--- src/rtl/dctq_block_sched.sv ---
// -----------------------------------------------------------------------------
// dctq_block_sched
//
// Block scheduler in front of an 8x8 DCT/quantiser core ("dctq"). It collects
// eight 64-bit pixel rows from upstream, writes them into the core's row
// buffer (addresses 0..7, all byte lanes enabled), then starts the core and
// counts the 64 coefficients it returns. While the core runs, the scheduler
// forwards downstream back-pressure to the core as a registered stall request.
//
// Optional feature (compile-time macro DCTQ_SCHED_TIMEOUT_EN):
//   A 16-bit watchdog counts non-stalled RUN cycles. When it reaches
//   TIMEOUT_CYCLES the block is aborted: err pulses for one cycle and the
//   scheduler returns to IDLE without blk_done. Without the macro no counter
//   exists, err is tied low and RUN waits indefinitely.
//
// Parameters
//   TIMEOUT_CYCLES  watchdog limit in RUN cycles (only used with the macro)
//
// Ports
//   clk         single clock, shared with the dctq core
//   reset       synchronous, active-high reset
//   row_di      upstream pixel row (8 unsigned bytes, byte 7 in [63:56])
//   row_valid   upstream row present
//   row_ready   scheduler accepts a row this cycle (IDLE/LOAD only)
//   di          row data to dctq
//   wa          row write address to dctq
//   be          byte enables to dctq
//   din_valid   write strobe to dctq
//   start       one-cycle start pulse to dctq
//   dctq_ready  dctq idle and able to start
//   dctq_valid  dctq coefficient valid
//   hold        stall request to dctq
//   out_ready   downstream can take a coefficient
//   blk_done    one-cycle pulse after the 64th coefficient
//   busy        high in every state except IDLE
//   coef_cnt    coefficients received in the current block
//   err         watchdog abort pulse
// -----------------------------------------------------------------------------
module dctq_block_sched #(
  parameter int unsigned TIMEOUT_CYCLES = 4095
) (
  input  logic        clk,
  input  logic        reset,
  input  logic [63:0] row_di,
  input  logic        row_valid,
  output logic        row_ready,
  output logic [63:0] di,
  output logic [2:0]  wa,
  output logic [7:0]  be,
  output logic        din_valid,
  output logic        start,
  input  logic        dctq_ready,
  input  logic        dctq_valid,
  output logic        hold,
  input  logic        out_ready,
  output logic        blk_done,
  output logic        busy,
  output logic [5:0]  coef_cnt,
  output logic        err
);

  typedef enum logic [2:0] {
    S_IDLE,
    S_LOAD,
    S_WAIT_RDY,
    S_START,
    S_RUN,
    S_DONE
  } state_t;

  state_t     state;
  state_t     state_next;
  logic [2:0] row_cnt;     // index of the next row to be written
  logic       row_xfer;
  logic       coef_last;
  logic       tmo_hit;

  // Gated with reset so upstream never sees a handshake during the reset cycle.
  assign row_ready = ((state == S_IDLE) || (state == S_LOAD)) && !reset;
  assign row_xfer  = row_valid && row_ready;
  assign coef_last = dctq_valid && (coef_cnt == 6'd63);

`ifdef DCTQ_SCHED_TIMEOUT_EN
  logic [15:0] tmo_cnt;

  // Abort on the RUN cycle whose increment would make the counter reach the
  // limit. A block completing on that same cycle takes precedence.
  assign tmo_hit = (state == S_RUN) && !hold && !coef_last &&
                   (tmo_cnt == 16'(TIMEOUT_CYCLES - 1));

  always_ff @(posedge clk) begin
    if (reset) begin
      tmo_cnt <= '0;
    end else if (state == S_START) begin
      tmo_cnt <= '0;
    end else if ((state == S_RUN) && !hold) begin
      tmo_cnt <= tmo_cnt + 16'd1;
    end
  end
`else
  assign tmo_hit = 1'b0;
`endif

  assign err      = tmo_hit;
  assign start    = (state == S_START);
  assign blk_done = (state == S_DONE);
  assign busy     = (state != S_IDLE);

  // NOTE: every signal driven here gets a default before the case statement,
  // so no path leaves it unassigned and no latch is inferred.
  always_comb begin
    state_next = state;
    unique case (state)
      S_IDLE:     if (row_xfer) state_next = S_LOAD;
      S_LOAD:     if (row_xfer && (row_cnt == 3'd7)) state_next = S_WAIT_RDY;
      // Entered the cycle the 8th write is presented, so start can never
      // overtake that write even when dctq_ready is already high.
      S_WAIT_RDY: if (dctq_ready) state_next = S_START;
      S_START:    state_next = S_RUN;
      S_RUN: begin
        if (coef_last) begin
          state_next = S_DONE;
        end else if (tmo_hit) begin
          state_next = S_IDLE;
        end
      end
      S_DONE:     state_next = S_IDLE;
      default:    state_next = S_IDLE;
    endcase
  end

  // NOTE: sequential state uses non-blocking assignments only, so every
  // register samples the pre-edge values regardless of statement order.
  always_ff @(posedge clk) begin
    if (reset) begin
      state     <= S_IDLE;
      row_cnt   <= '0;
      coef_cnt  <= '0;
      di        <= '0;
      wa        <= '0;
      be        <= '0;
      din_valid <= 1'b0;
      hold      <= 1'b0;
    end else begin
      state     <= state_next;
      din_valid <= row_xfer;

      // Write port registers keep their last values between writes.
      if (row_xfer) begin
        di      <= row_di;
        wa      <= row_cnt;
        be      <= 8'hFF;
        row_cnt <= row_cnt + 3'd1;  // wraps 7 -> 0 on the 8th row
      end

      if (state == S_START) begin
        coef_cnt <= '0;
      end else if (state == S_RUN) begin
        if (tmo_hit) begin
          coef_cnt <= '0;
        end else if (dctq_valid) begin
          coef_cnt <= coef_cnt + 6'd1;  // wraps 63 -> 0 on the last coefficient
        end
      end

      // Registered back-pressure; only meaningful while the core keeps running.
      hold <= (state == S_RUN) && (state_next == S_RUN) && !out_ready;
    end
  end

endmodule

--- config.mk ---
export PLATFORM = sky130hd
export DESIGN_NAME = dctq_block_sched
export DESIGN_NICKNAME = d
export VERILOG_FILES = /design/src/rtl/dctq_block_sched.sv
export SDC_FILE = /design/constraint.sdc
export NUM_CORES = 1
export LEC_CHECK = 0
export ABC_AREA = 1
export CORE_MARGIN = 10
export CORE_UTILIZATION = 43
export CTS_CLUSTER_SIZE = 28
export DETAILED_ROUTE_END_ITERATION = 6
export PLACE_DENSITY = 0.86
export SLEW_MARGIN = 0
export SYNTH_ARGS = -nofsm -noshare
export SYNTH_HDL_FRONTEND = slang
export SYNTH_SLANG_ARGS = --single-unit
--- constraint.sdc ---
create_clock -name clk -period 2.3 [get_ports clk]
set_input_delay 0.46 -clock clk [delete_from_list [all_inputs] [get_ports clk]]
set_output_delay 0.46 -clock clk [all_outputs]
set_load 0.02 [all_outputs]
# Yosys cells after proc, flatten, opt, wreduce, memory -nomap -nowiden
# Cells that the tools add are included.
word_totals:
  romBits: 0
  output_inout_bits: 88
  register_bits: 82
  inputBits: 70
  ram_bits: 0
  n_memories: 0
  elab_cells: 36
  latchBits: 0
classes:
  mux: 5
  div_mod_pow: 0
  mul: 0
  n_reduce_logical: 13
  bitwise: 0
  n_lt_le_gt_ge: 0
  addsub: 2
  shifts: 0
  eq_ne: 8
ops:
  columns: ["operator", "count"]
  rows:
  - ["one-hot mux 3 bit (5 select lines)", 1]
  - ["== test 3 bit, second input constant", 4]
  - ["2-to-1 mux 3 bit", 4]
  - ["adder 6 x 1 -> 6 bit, second input constant", 1]
  - ["== test 3 x 2 -> 1 bit, second input constant", 2]
  - ["== test 6 bit, second input constant", 1]
  - ["logical AND 1 bit", 6]
  - ["adder 3 x 1 -> 3 bit, second input constant", 1]
  - ["== test 3 x 1 -> 1 bit, second input constant", 1]
  - ["logical NOT 3 bit", 1]
  - ["nonzero test 3 bit", 1]
  - ["logical NOT 1 bit", 2]
  - ["AND reduction 2 bit", 1]
  - ["OR reduction 2 bit", 1]
  - ["logical OR 1 bit", 1]

# Depth between registers and ports, before layout
# Gate-level depths: netlist (run 1).
depth:
  ltp_word: 10
  depth_mapped: 8
  depth_no_buf: 7

# Worst setup path before layout (run 1)
# Ideal clock, no wire load.
synth_path:
  path_kind: "input to output"
  startpoint: "in reset"
  endpoint: "out row_ready"
  required_time_ns: 1.840
  path_stages: 2
  arrival_ns: 1.073
  setup_slack_ns: 0.767
  n_path_buf: 1
  path_cell_list: "buf_2 nor3_1"
synth_via:
  elab_chain_cells: 2
synth_lines:
  columns: ["item", "line_no", "source"]
  rows:
  - ["from (decl)", "43", "input logic reset,"]
  - ["logical NOT 1 bit", "79", "assign row_ready = ((state == S_IDLE) || (state == S_LOAD)) && !reset;"]
  - ["logical AND 1 bit", "79", null]
  - ["to (decl)", "46", "output logic row_ready,"]
# Every way passes these cells.

# Final worst setup path (run 1)
layout_path:
  startpoint: "reg state[2]"
  endpoint: "out busy"
layout_via:
  elab_chain_cells: 1
layout_lines:
  columns: ["item", "line_no", "source"]
  rows:
  - ["from (decl)", "71", "state_t state;"]
  - ["from (signal assigned)", "145", "state <= state_next;"]
  - ["nonzero test 3 bit", "107", "assign busy = (state != S_IDLE);"]
  - ["to (decl)", "57", "output logic busy,"]
# Every way passes these cells.

==> results of run 1 <==
==> cells by family after synthesis <==
kind of cell	Yosys count
AOI/OAI and AO/OA	10
xor gates and xnor gates	2
adders and majority gates	3
buffers and inverters	41
DFF	82
other	1
and+or+nand+nor	260
==> repair_timing <==
action                                  in CTS  in global routing
gates resized for setup                      2                  1
pin swaps                                    0                  0
endpoints found under the setup margin       2                  1
==> layer usage <==
metal  up-vias  GRT usage  share of wire
met4         0    0.06569          0.019
li1       1542          -              -
met2       125     0.2785           0.48
met3        14    0.07187          0.096
met5         -          0              0
met1      1391     0.1755           0.40
==> state kept, by name (all words and copies together) (netlist names) <==
register	flops
be	1
coef_cnt	6
di	64
din_valid	1
hold	1
row_cnt	3
state	3
wa	3
==> worst min-delay path by stage <==
stage                                        from                   to
after global routing          di[28]$_SDFFE_PP0P_  di[28]$_SDFFE_PP0P_
after detailed placement      di[48]$_SDFFE_PP0P_  di[48]$_SDFFE_PP0P_
after CTS                     di[28]$_SDFFE_PP0P_  di[28]$_SDFFE_PP0P_
after floorplan           row_cnt[1]$_SDFFE_PP0P_   wa[1]$_SDFFE_PP0P_
after global placement        di[47]$_SDFFE_PP0P_  di[47]$_SDFFE_PP0P_
final                         di[42]$_SDFFE_PP0P_  di[42]$_SDFFE_PP0P_
==> cells in the final DEF, fill, tap and decap left out <==
| cell | n |
|---|---|
| sky130_fd_sc_hd__a21oi_1 | 8 |
| sky130_fd_sc_hd__a31oi_1 | 1 |
| sky130_fd_sc_hd__buf_12 | 1 |
| sky130_fd_sc_hd__buf_4 | 3 |
| sky130_fd_sc_hd__bufinv_16 | 3 |
| sky130_fd_sc_hd__clkbuf_8 | 11 |
| sky130_fd_sc_hd__clkdlybuf4s50_1 | 154 |
| sky130_fd_sc_hd__clkinv_2 | 2 |
| sky130_fd_sc_hd__conb_1 | 1 |
| sky130_fd_sc_hd__dfxtp_1 | 81 |
| sky130_fd_sc_hd__dfxtp_2 | 1 |
| sky130_fd_sc_hd__dlygate4sd2_1 | 1 |
| sky130_fd_sc_hd__dlymetal6s2s_1 | 1 |
| sky130_fd_sc_hd__ha_1 | 3 |
| sky130_fd_sc_hd__inv_1 | 8 |
| sky130_fd_sc_hd__inv_4 | 2 |
| sky130_fd_sc_hd__nand2_1 | 164 |
| sky130_fd_sc_hd__nand2_2 | 1 |
| sky130_fd_sc_hd__nand3_1 | 73 |
| sky130_fd_sc_hd__nand3_4 | 1 |
| sky130_fd_sc_hd__nand3b_1 | 1 |
| sky130_fd_sc_hd__nand4_1 | 2 |
| sky130_fd_sc_hd__nor2_1 | 11 |
| sky130_fd_sc_hd__nor2_4 | 3 |
| sky130_fd_sc_hd__nor3_1 | 3 |
| sky130_fd_sc_hd__o211a_1 | 1 |
| sky130_fd_sc_hd__or2_1 | 1 |
| sky130_fd_sc_hd__xnor2_1 | 1 |
| sky130_fd_sc_hd__xor2_1 | 1 |
==> report_power, final <==
part / internal, mW / switching, mW / leakage (nW)
clock network: 0.777 / 0.498 / 0.129
logic: 0.315 / 0.304 / 1.39
registers: 1.51 / 0.0499 / 0.676
==> final cells by class <==
class / count / area (sq um)
Fill cell: 562 / 2008
Sequential cell: 82 / 1643
Timing Repair Buffer: 160 / 1605
Multi-Input combinational cell: 276 / 1236
Clock buffer: 11 / 151.4
Tap cell: 96 / 120.1
Clock inverter: 5 / 100.1
Inverter: 10 / 42.54
==> critical path, cell delays in order, from the launching register on <==
cell,delay [ns]
sky130_fd_sc_hd__dfxtp_1,0.47
sky130_fd_sc_hd__inv_1,0.15
sky130_fd_sc_hd__nand2_1,0.09
sky130_fd_sc_hd__clkdlybuf4s50_1,0.62
==> flow_summary.json, run 1 <==
{
  "synth.yosys.warnings": 0,
  "finalSetupViolations": 0,
  "chipWidth_microns": 105.1,
  "layout.nets": 612,
  "grt_pass1_vias": 2963,
  "timing.final.ws_setup_ns": 0.1560,
  "synth_fp_nets": 472,
  "detail_route.wl_per_cell_microns": 14.88,
  "cts_buffer_count": 9,
  "all_layer_global_routing_usage": 0.1643,
  "placement.cell_area_sq_um": 4644,
  "asyncSetResetFlopFracSynth": 0,
  "synth_enable_flop_cells": 0,
  "row_cnt": 30,
  "postSynthCellCount": 399,
  "grt_first_pass_wirelength_microns": 14990,
  "clock_transition_time_at_the_flip_flop_clock_pins_of_the_worst_setup_and_hold_paths_ns": 0.08,
  "detail-route-antenna-nets": 0,
  "drtIter0Drc": 118,
  "r2r_cells": 5,
  "tritoncts_clock_tree": "done",
  "min_period_ns": 2.144,
  "remaining_global_route_overflow": 0,
  "setup-tns-final_ns": 0,
  "place_worst_setup_slack_ns": 0.1840,
  "share_of_yosys_cell_area_claimed_by_the_top_area_cell_type": 0.5275,
  "fin_worst_skew_ns": 0.007380,
  "core_region_area_sq_um": 6907,
  "peakVddDrop_uv": 448.2,
  "rsz0062_at_grt": "no",
  "num_vias": 3072,
  "ctsHoldBuffers": 0,
  "grt_max_degree": 73,
  "firstDrtPassIters": 4,
  "final_area_sq_um": 4898,
  "power.leakage_nw": 2.192,
  "route.detailed.vias_per_inst": 4.800,
  "yosys-top-cells-count": "sky130_fd_sc_hd__nand2_1, sky130_fd_sc_hd__dfxtp_1, sky130_fd_sc_hd__nand3_1, sky130_fd_sc_hd__buf_4, sky130_fd_sc_hd__nor2_1",
  "worstReg2RegEnd": "state[1]$_SDFF_PP0_",
  "cp-end-kind": "output pin",
  "die_area_sq_um": 11040,
  "crit_required_ns": 1.84,
  "drcViolationCount": 0,
  "hpwl_microns": 7082,
  "postSynthRegisterBits": 82,
  "design_power_total_mw": 3.455,
  "diodes": 0,
  "ys_top_cells_by_area": "sky130_fd_sc_hd__dfxtp_1, sky130_fd_sc_hd__nand2_1, sky130_fd_sc_hd__nand3_1",
  "whs_path_depth": 2,
  "run_status": "completed",
  "place.gp.congestion": 0.8844,
  "timing.hold.ws_ns": 0.4648,
  "worst_slew_margin_rel": 0.5507,
  "synth_compound_area_frac": 0.01809,
  "fraction_of_final_layout_cells_sized_beyond_drive_strength_1": 0.05147,
  "synthDistinctLibCells": 25,
  "worst_slew_pin_slew_ns": 0.6740,
  "critical_path.startpoint_type": "flip-flop",
  "hold_class": "flip-flop to flip-flop",
  "post_layout_nonfiller_instances": 640,
  "die_height_microns": 105.1,
  "mean_instance_size_in_the_synthesized_netlist_sq_um": 7.799,
  "cts-htree-levels": 3,
  "synth_area_sq_um": 3112,
  "synth.mux.area_fraction": 0,
  "detail_route.wirelength_microns": 9520,
  "worst-setup-path-type": "flip-flop to output pin",
  "max_cap_check_violation_count": 0,
  "yosys.area_share.xor_xnor": 0.005629,
  "synthSimpleGateAreaFrac": 0.3603,
  "synth_area_leader_cell": "sky130_fd_sc_hd__dfxtp_1",
  "post-cts-setup-buffers": 0,
  "final.period_utilization": 0.9322,
  "crit_path_start": "state[2]$_SDFF_PP0_",
  "critPathMaxFanout": 6,
  "dp.cells": 624,
  "highest_attainable_clock_frequency_mhz": 466.4,
  "dominant_combinational_cell_family_by_area_after_synthesis": "simple AND/OR/NAND/NOR gates",
  "clk_latency_ns": 0.34,
  "setup.worst_path.end": "busy",
  "numClockSinks": 82,
  "placement.io_buffers": 156,
  "yosysSeqAreaShare": 0.5275,
  "num_io_pins": 158,
  "area_overhead_of_the_layout_relative_to_synthesis_pct": 57.42,
  "dominant_synthesized_flop_cell": "sky130_fd_sc_hd__dfxtp_1",
  "cts.root.buffer_cell": "sky130_fd_sc_hd__clkbuf_8",
  "layout.core_utilization": 0.7092,
  "most_numerous_cell_in_the_yosys_netlist": "sky130_fd_sc_hd__nand2_1",
  "clock_tree.buffer_depth": 2,
  "p_per_area_nw_per_um2": 705.3,
  "initial_utilization": 0.4505,
  "worst-r2r-setup-slack_ns": 0.79,
  "data_arrival_time_of_the_worst_path_ns": 1.68,
  "hold_violations_final": 0,
  "timing.final.max_slew_violations": 0,
  "synth_adder_area_share": 0.01206,
  "rr_startpoint": "state[2]$_SDFF_PP0_",
  "antenna_found_initial": 0
}
Note: power is estimated with default switching activity, not from simulation.
==> inputs of run 2 (changes only) <==
--- a/config.mk
+++ b/config.mk
@@ -7,10 +7,9 @@
 export LEC_CHECK = 0
 export ABC_AREA = 1
 export CORE_MARGIN = 10
-export CORE_UTILIZATION = 43
+export CORE_UTILIZATION = 30
 export CTS_CLUSTER_SIZE = 28
 export DETAILED_ROUTE_END_ITERATION = 6
-export PLACE_DENSITY = 0.86
 export SLEW_MARGIN = 0
 export SYNTH_ARGS = -nofsm -noshare
 export SYNTH_HDL_FRONTEND = slang
==> run 2 against run 1 <==
  * Cell count rose by 6.7%
  * Largest power group unchanged
  * Clock skew shrank 0.0013 ns
  * Critical path type is now input pin to output pin
  * Highest routed layer unchanged
  * Register-to-register slack improved by 0.07 ns
==> flow_summary.json, run 2 (synthesized netlist as in run 1, its figures left out) <==
{
  "route.top_layer_used": "met4",
  "post-cts-setup-buffers": 0,
  "run_status": "completed",
  "fraction_of_final_layout_cells_sized_beyond_drive_strength_1": 0.05302,
  "timing.hold.ws_ns": 0.4634,
  "drcViolationCount": 0,
  "drtIter0Drc": 131,
  "met3WireLength_microns": 1027,
  "mostFrequentLayoutCells": "sky130_fd_sc_hd__nand2_1, sky130_fd_sc_hd__clkdlybuf4s50_1, sky130_fd_sc_hd__dfxtp_1, sky130_fd_sc_hd__nand3_1, sky130_fd_sc_hd__nor2_1",
  "critPathMaxFanout": 2,
  "regMostFlops": "di",
  "detail_route.wl_per_cell_microns": 14.36,
  "design_power_total_mw": 3.412,
  "hold_violations_final": 0,
  "numClockSinks": 82,
  "initial_utilization": 0.3041,
  "cts-htree-levels": 3,
  "final.period_utilization": 0.9577,
  "place.gp.congestion": 0.7710,
  "most_repeated_library_cell_on_the_critical_path": "sky130_fd_sc_hd__clkdlybuf4s50_1",
  "largest_register_ffs": 64,
  "max_cap_check_violation_count": 0,
  "worst_slew_pin_slew_ns": 0.5143,
  "detail-route-antenna-nets": 0,
  "peakVddDrop_uv": 272.4,
  "firstDrtPassIters": 4,
  "layout.nets": 615,
  "dr_wl_met2_microns": 4489,
  "ctsHoldBuffers": 0,
  "grt_max_degree": 59,
  "data_arrival_time_of_the_worst_path_ns": 1.74,
  "final_area_sq_um": 4970,
  "clock_tree.buffer_depth": 2,
  "dp.cells": 667,
  "tritoncts_clock_tree": "done",
  "hpwl_microns": 7271,
  "timing.final.max_slew_violations": 0,
  "final_common_cell": "sky130_fd_sc_hd__nand2_1",
  "all_layer_global_routing_usage": 0.1255,
  "setup-tns-final_ns": 0,
  "cts_buffer_count": 9,
  "worst-setup-path-type": "input pin to output pin",
  "remaining_global_route_overflow": 0,
  "cts.root.buffer_cell": "sky130_fd_sc_hd__clkbuf_8",
  "antenna_found_initial": 0,
  "clock_transition_time_at_the_flip_flop_clock_pins_of_the_worst_setup_and_hold_paths_ns": 0.07,
  "detail_route.wirelength_microns": 9811,
  "post_cts.resized_instances": 1,
  "highest_attainable_clock_frequency_mhz": 454.0,
  "die_area_sq_um": 14850,
  "power.leakage_nw": 2.208,
  "clk_latency_ns": 0.34,
  "worst_slew_margin_rel": 0.6571,
  "post_layout_nonfiller_instances": 683,
  "grt_first_pass_wirelength_microns": 15040,
  "detail_route.wirelength.met1_microns": 4173,
  "critical_path.startpoint_type": "input pin",
  "grt_pass1_vias": 2965,
  "rsz0062_at_grt": "no",
  "largestRegisters": "di: 64 flops, coef_cnt: 6 flops",
  "fin_worst_skew_ns": 0.006126,
  "p_per_area_nw_per_um2": 686.6,
  "min_period_ns": 2.203,
  "critPathMaxStageDelay_ns": 0.65,
  "chipWidth_microns": 121.8,
  "critical_path.cell_chain": "clkdlybuf4s50_1 > nor3_1 > clkdlybuf4s50_1",
  "placement.io_buffers": 156,
  "finalSetupViolations": 0,
  "timing.critical_path.slowest_stage_cell": "sky130_fd_sc_hd__clkdlybuf4s50_1",
  "hold_class": "flip-flop to flip-flop",
  "crit_required_ns": 1.84,
  "route.detailed.vias_per_inst": 4.470,
  "cp-end-kind": "output pin",
  "num_io_pins": 158,
  "diodes": 0,
  "core_region_area_sq_um": 10230,
  "row_cnt": 37,
  "num_vias": 3053,
  "placement.cell_area_sq_um": 4730,
  "area_overhead_of_the_layout_relative_to_synthesis_pct": 59.71,
  "die_height_microns": 121.8
}
[run 2: changes by cell type in the layout (fill, tap and decap cells not counted), sizes merged]
cell          delta
buf              +3
clkinv           -1
clkinvlp         +1
dlygate4sd2      -1
dlymetal6s2s     +1
[run 2: critical path, delay by kind of cell]
family	cells	cell delay (ns)
buffers and inverters	2	1.10
and+or+nand+nor	1	0.19
[run 2: worst paths after layout]
path	start	to	slack, ns	cells past startpoint
setup / recovery	reset	row_ready	0.1	3
hold / removal	di[1]$_SDFFE_PP0P_	di[1]$_SDFFE_PP0P_	0.46	2
setup reg to reg	state[2]$_SDFF_PP0_	state[0]$_SDFF_PP0_	0.86	8
hold reg to reg	di[1]$_SDFFE_PP0P_	di[1]$_SDFFE_PP0P_	0.46	2
[run 2: power breakdown]
part	internal (mW)	switching, mW
logic	0.321	0.305
registers	1.51	0.0476
clock network	0.721	0.508
[run 2: metal layers]
layer,GRT usage,vias to the layer above
li1,-,1546
met1,0.1438,1384
met4,0.04694,0
met3,0.05227,11
met5,0,-
met2,0.2046,112
[run 2: layout make-up]
class / instances / area [sq um]
Timing Repair Buffer: 163 / 1644
Sequential cell: 82 / 1643
Clock inverter: 5 / 102.6
Tap cell: 136 / 170.2
Clock buffer: 11 / 131.4
Fill cell: 997 / 5261
Inverter: 10 / 42.54
Multi-Input combinational cell: 276 / 1236
[run 2: per-stage QoR]
stage / utilization / setup slack [ns]
final: 0.4858 / 0.09737
after floorplan: - / 0.7669
after CTS: 0.4853 / 0.02730
after global routing: 0.4858 / 0.05245
after detailed placement: 0.4623 / 0.09209
after global placement: 0.4623 / 0.1157
==> inputs of run 3 (changes only) <==
--- a/config.mk
+++ b/config.mk
@@ -10,6 +10,7 @@
 export CORE_UTILIZATION = 30
 export CTS_CLUSTER_SIZE = 28
 export DETAILED_ROUTE_END_ITERATION = 6
+export SETUP_SLACK_MARGIN = 0.5
 export SLEW_MARGIN = 0
 export SYNTH_ARGS = -nofsm -noshare
 export SYNTH_HDL_FRONTEND = slang
==> run 3 against run 2 <==
  * Design area up 2.1%
  * Register-to-register slack better by 0.06 ns
  * Non-clock buffer count up 1
  * Sequential cell count unchanged
  * Sequential share of layout area down 0.66 points
  * Sequential power about the same
  * Worst setup slack better by 0.44 ns
  * Core utilization up 1.0 points
  * Clock power about the same
  * Clock skew about the same
  * Via count down 0.26%
  * Critical path type is now flip-flop to output pin
  * Critical endpoint is now di[54]
==> flow_summary.json, run 3 (synthesized netlist as in run 1, its figures left out) <==
{
  "grt_max_degree": 59,
  "worst_slew_margin_rel": 0.6579,
  "num_io_pins": 158,
  "power.leakage_nw": 2.932,
  "data_arrival_time_of_the_worst_path_ns": 1.30,
  "row_cnt": 37,
  "setup-tns-final_ns": 0,
  "min_period_ns": 1.761,
  "critical_path.top_delay_family": "buffers and inverters",
  "power_report.internal_total_mw": 2.533,
  "initial_utilization": 0.3041,
  "net-switching-power_mw": 0.8627,
  "route.detailed.vias_per_inst": 4.452,
  "detail-route-antenna-nets": 0,
  "fin_worst_skew_ns": 0.006528,
  "largestRegisters": "di: 64 flops, coef_cnt: 6 flops",
  "crit_required_ns": 1.84,
  "pwr-share-comb": 0.180,
  "max_cap_check_violation_count": 0,
  "p_seq_frac": 0.458,
  "placement.io_buffers": 156,
  "fraction_of_final_layout_cells_sized_beyond_drive_strength_1": 0.06387,
  "detail_route.wirelength_microns": 10120,
  "area_overhead_of_the_layout_relative_to_synthesis_pct": 63.09,
  "cp-end-kind": "output pin",
  "regMostFlops": "di",
  "drtIter0Drc": 126,
  "cts.root.buffer_cell": "sky130_fd_sc_hd__clkbuf_8",
  "detail_route.wl_per_cell_microns": 14.79,
  "largest_register_ffs": 64,
  "remaining_global_route_overflow": 0,
  "clock_power_share": 0.362,
  "num_vias": 3045,
  "firstDrtPassIters": 4,
  "clock_transition_time_at_the_flip_flop_clock_pins_of_the_worst_setup_and_hold_paths_ns": 0.08,
  "critPathMaxStageDelay_ns": 0.62,
  "cts_buffer_count": 9,
  "critPathMaxFanout": 2,
  "drcViolationCount": 0,
  "highest_attainable_clock_frequency_mhz": 567.8,
  "timing.critical_path.slowest_stage_cell": "sky130_fd_sc_hd__clkdlybuf4s50_1",
  "die_area_sq_um": 14850,
  "critical_path.cell_chain": "clkdlybuf4s50_1",
  "place_worst_setup_slack_ns": 0.09209,
  "critical_path.startpoint_type": "flip-flop",
  "grt_pass1_vias": 2968,
  "final.period_utilization": 0.7658,
  "antenna_found_initial": 0,
  "hpwl_microns": 7271,
  "mostFrequentLayoutCells": "sky130_fd_sc_hd__nand2_1, sky130_fd_sc_hd__clkdlybuf4s50_1, sky130_fd_sc_hd__dfxtp_1, sky130_fd_sc_hd__nand3_1, sky130_fd_sc_hd__dlymetal6s2s_1",
  "grt_first_pass_wirelength_microns": 15070,
  "fillCellCount": 1004,
  "diodes": 0,
  "worst_slew_pin_slew_ns": 0.5132,
  "place.gp.congestion": 0.7710,
  "all_layer_global_routing_usage": 0.1256,
  "critPathBufInv": 1,
  "rsz0062_at_grt": "yes",
  "chipWidth_microns": 121.8,
  "finalSetupViolations": 0,
  "peakVddDrop_uv": 270.9,
  "cts-htree-levels": 3,
  "hold_class": "flip-flop to flip-flop",
  "p_per_area_nw_per_um2": 669.2,
  "clock_tree.buffer_depth": 2,
  "sw_frac_of_total": 0.2540,
  "tritoncts_clock_tree": "done",
  "numClockSinks": 82,
  "die_height_microns": 121.8,
  "final_common_cell": "sky130_fd_sc_hd__nand2_1",
  "hold_violations_final": 0,
  "layout.nets": 616,
  "core_region_area_sq_um": 10230,
  "timing.final.ws_setup_ns": 0.5387,
  "run_status": "completed",
  "post-cts-setup-buffers": 0,
  "worst-setup-path-type": "flip-flop to output pin",
  "clk_latency_ns": 0.34,
  "timing.final.max_slew_violations": 0
}
-- run 3: stage by stage --
stage | cell area (sq um) | std cells | hold WS (ns) | utilization | power, mW
final | 5075 | 684 | 0.4602 | 0.4960 | 3.396
after global routing | 5075 | 684 | 0.4844 | 0.4960 | 3.548
after CTS | 4933 | 683 | 0.4674 | 0.4822 | 3.456
after detailed placement | 4730 | 667 | 0.4563 | 0.4623 | 2.228
after global placement | 4730 | 667 | 0.4517 | 0.4623 | 2.221
after floorplan | 3112 | 399 | 0.4470 | - | 1.876
-- run 3: worst paths after layout --
| kind | start | endpoint | slack (ns) | cells past startpoint |
|---|---|---|---|---|
| worst min-delay path | di[62]$_SDFFE_PP0P_ | di[62]$_SDFFE_PP0P_ | 0.46 | 2 |
| worst max register to register | state[1]$_SDFF_PP0_ | di[43]$_SDFFE_PP0P_ | 0.92 | 6 |
| worst max-delay path | di[54]$_SDFFE_PP0P_ | di[54] | 0.54 | 1 |
| worst min register to register | di[62]$_SDFFE_PP0P_ | di[62]$_SDFFE_PP0P_ | 0.46 | 2 |
-- run 3: layout make-up --
class	count	area [sq um]	share of cell area
sequential	82	1644	0.3240
tap	136	170.2	0.03353
timing repair buffer	164	1745	0.3439
multi-input combinational	276	1239	0.2441
clock inverter	5	102.6	0.02022
clock buffer	11	131.4	0.02589
inverter	10	42.54	0.008383
-- run 3: power by group through the flow --
stage	clock network (mW)	registers [mW]	logic [mW]
finish	1.23	1.55	0.612
global route	1.32	1.57	0.662
CTS	1.27	1.56	0.625
detailed placement	0	1.59	0.636
global placement	0	1.59	0.633
floorplan	0	1.70	0.180
-- run 3: repair_timing --
action,in CTS,in global routing
endpoints found under the setup margin,21,47
endpoints found under the hold margin,0,0
pin swaps,0,0
hold buffers,0,0
cloned,0,1
gates resized for setup,32,48
-- run 3: per-layer routing --
metal | track usage | vias up | share of wire
met5 | 0 | - | 0
met1 | 0.1438 | 1374 | 0.41
met2 | 0.2046 | 109 | 0.46
met3 | 0.05319 | 11 | 0.12
met4 | 0.04694 | 0 | 0.012
li1 | - | 1551 | -
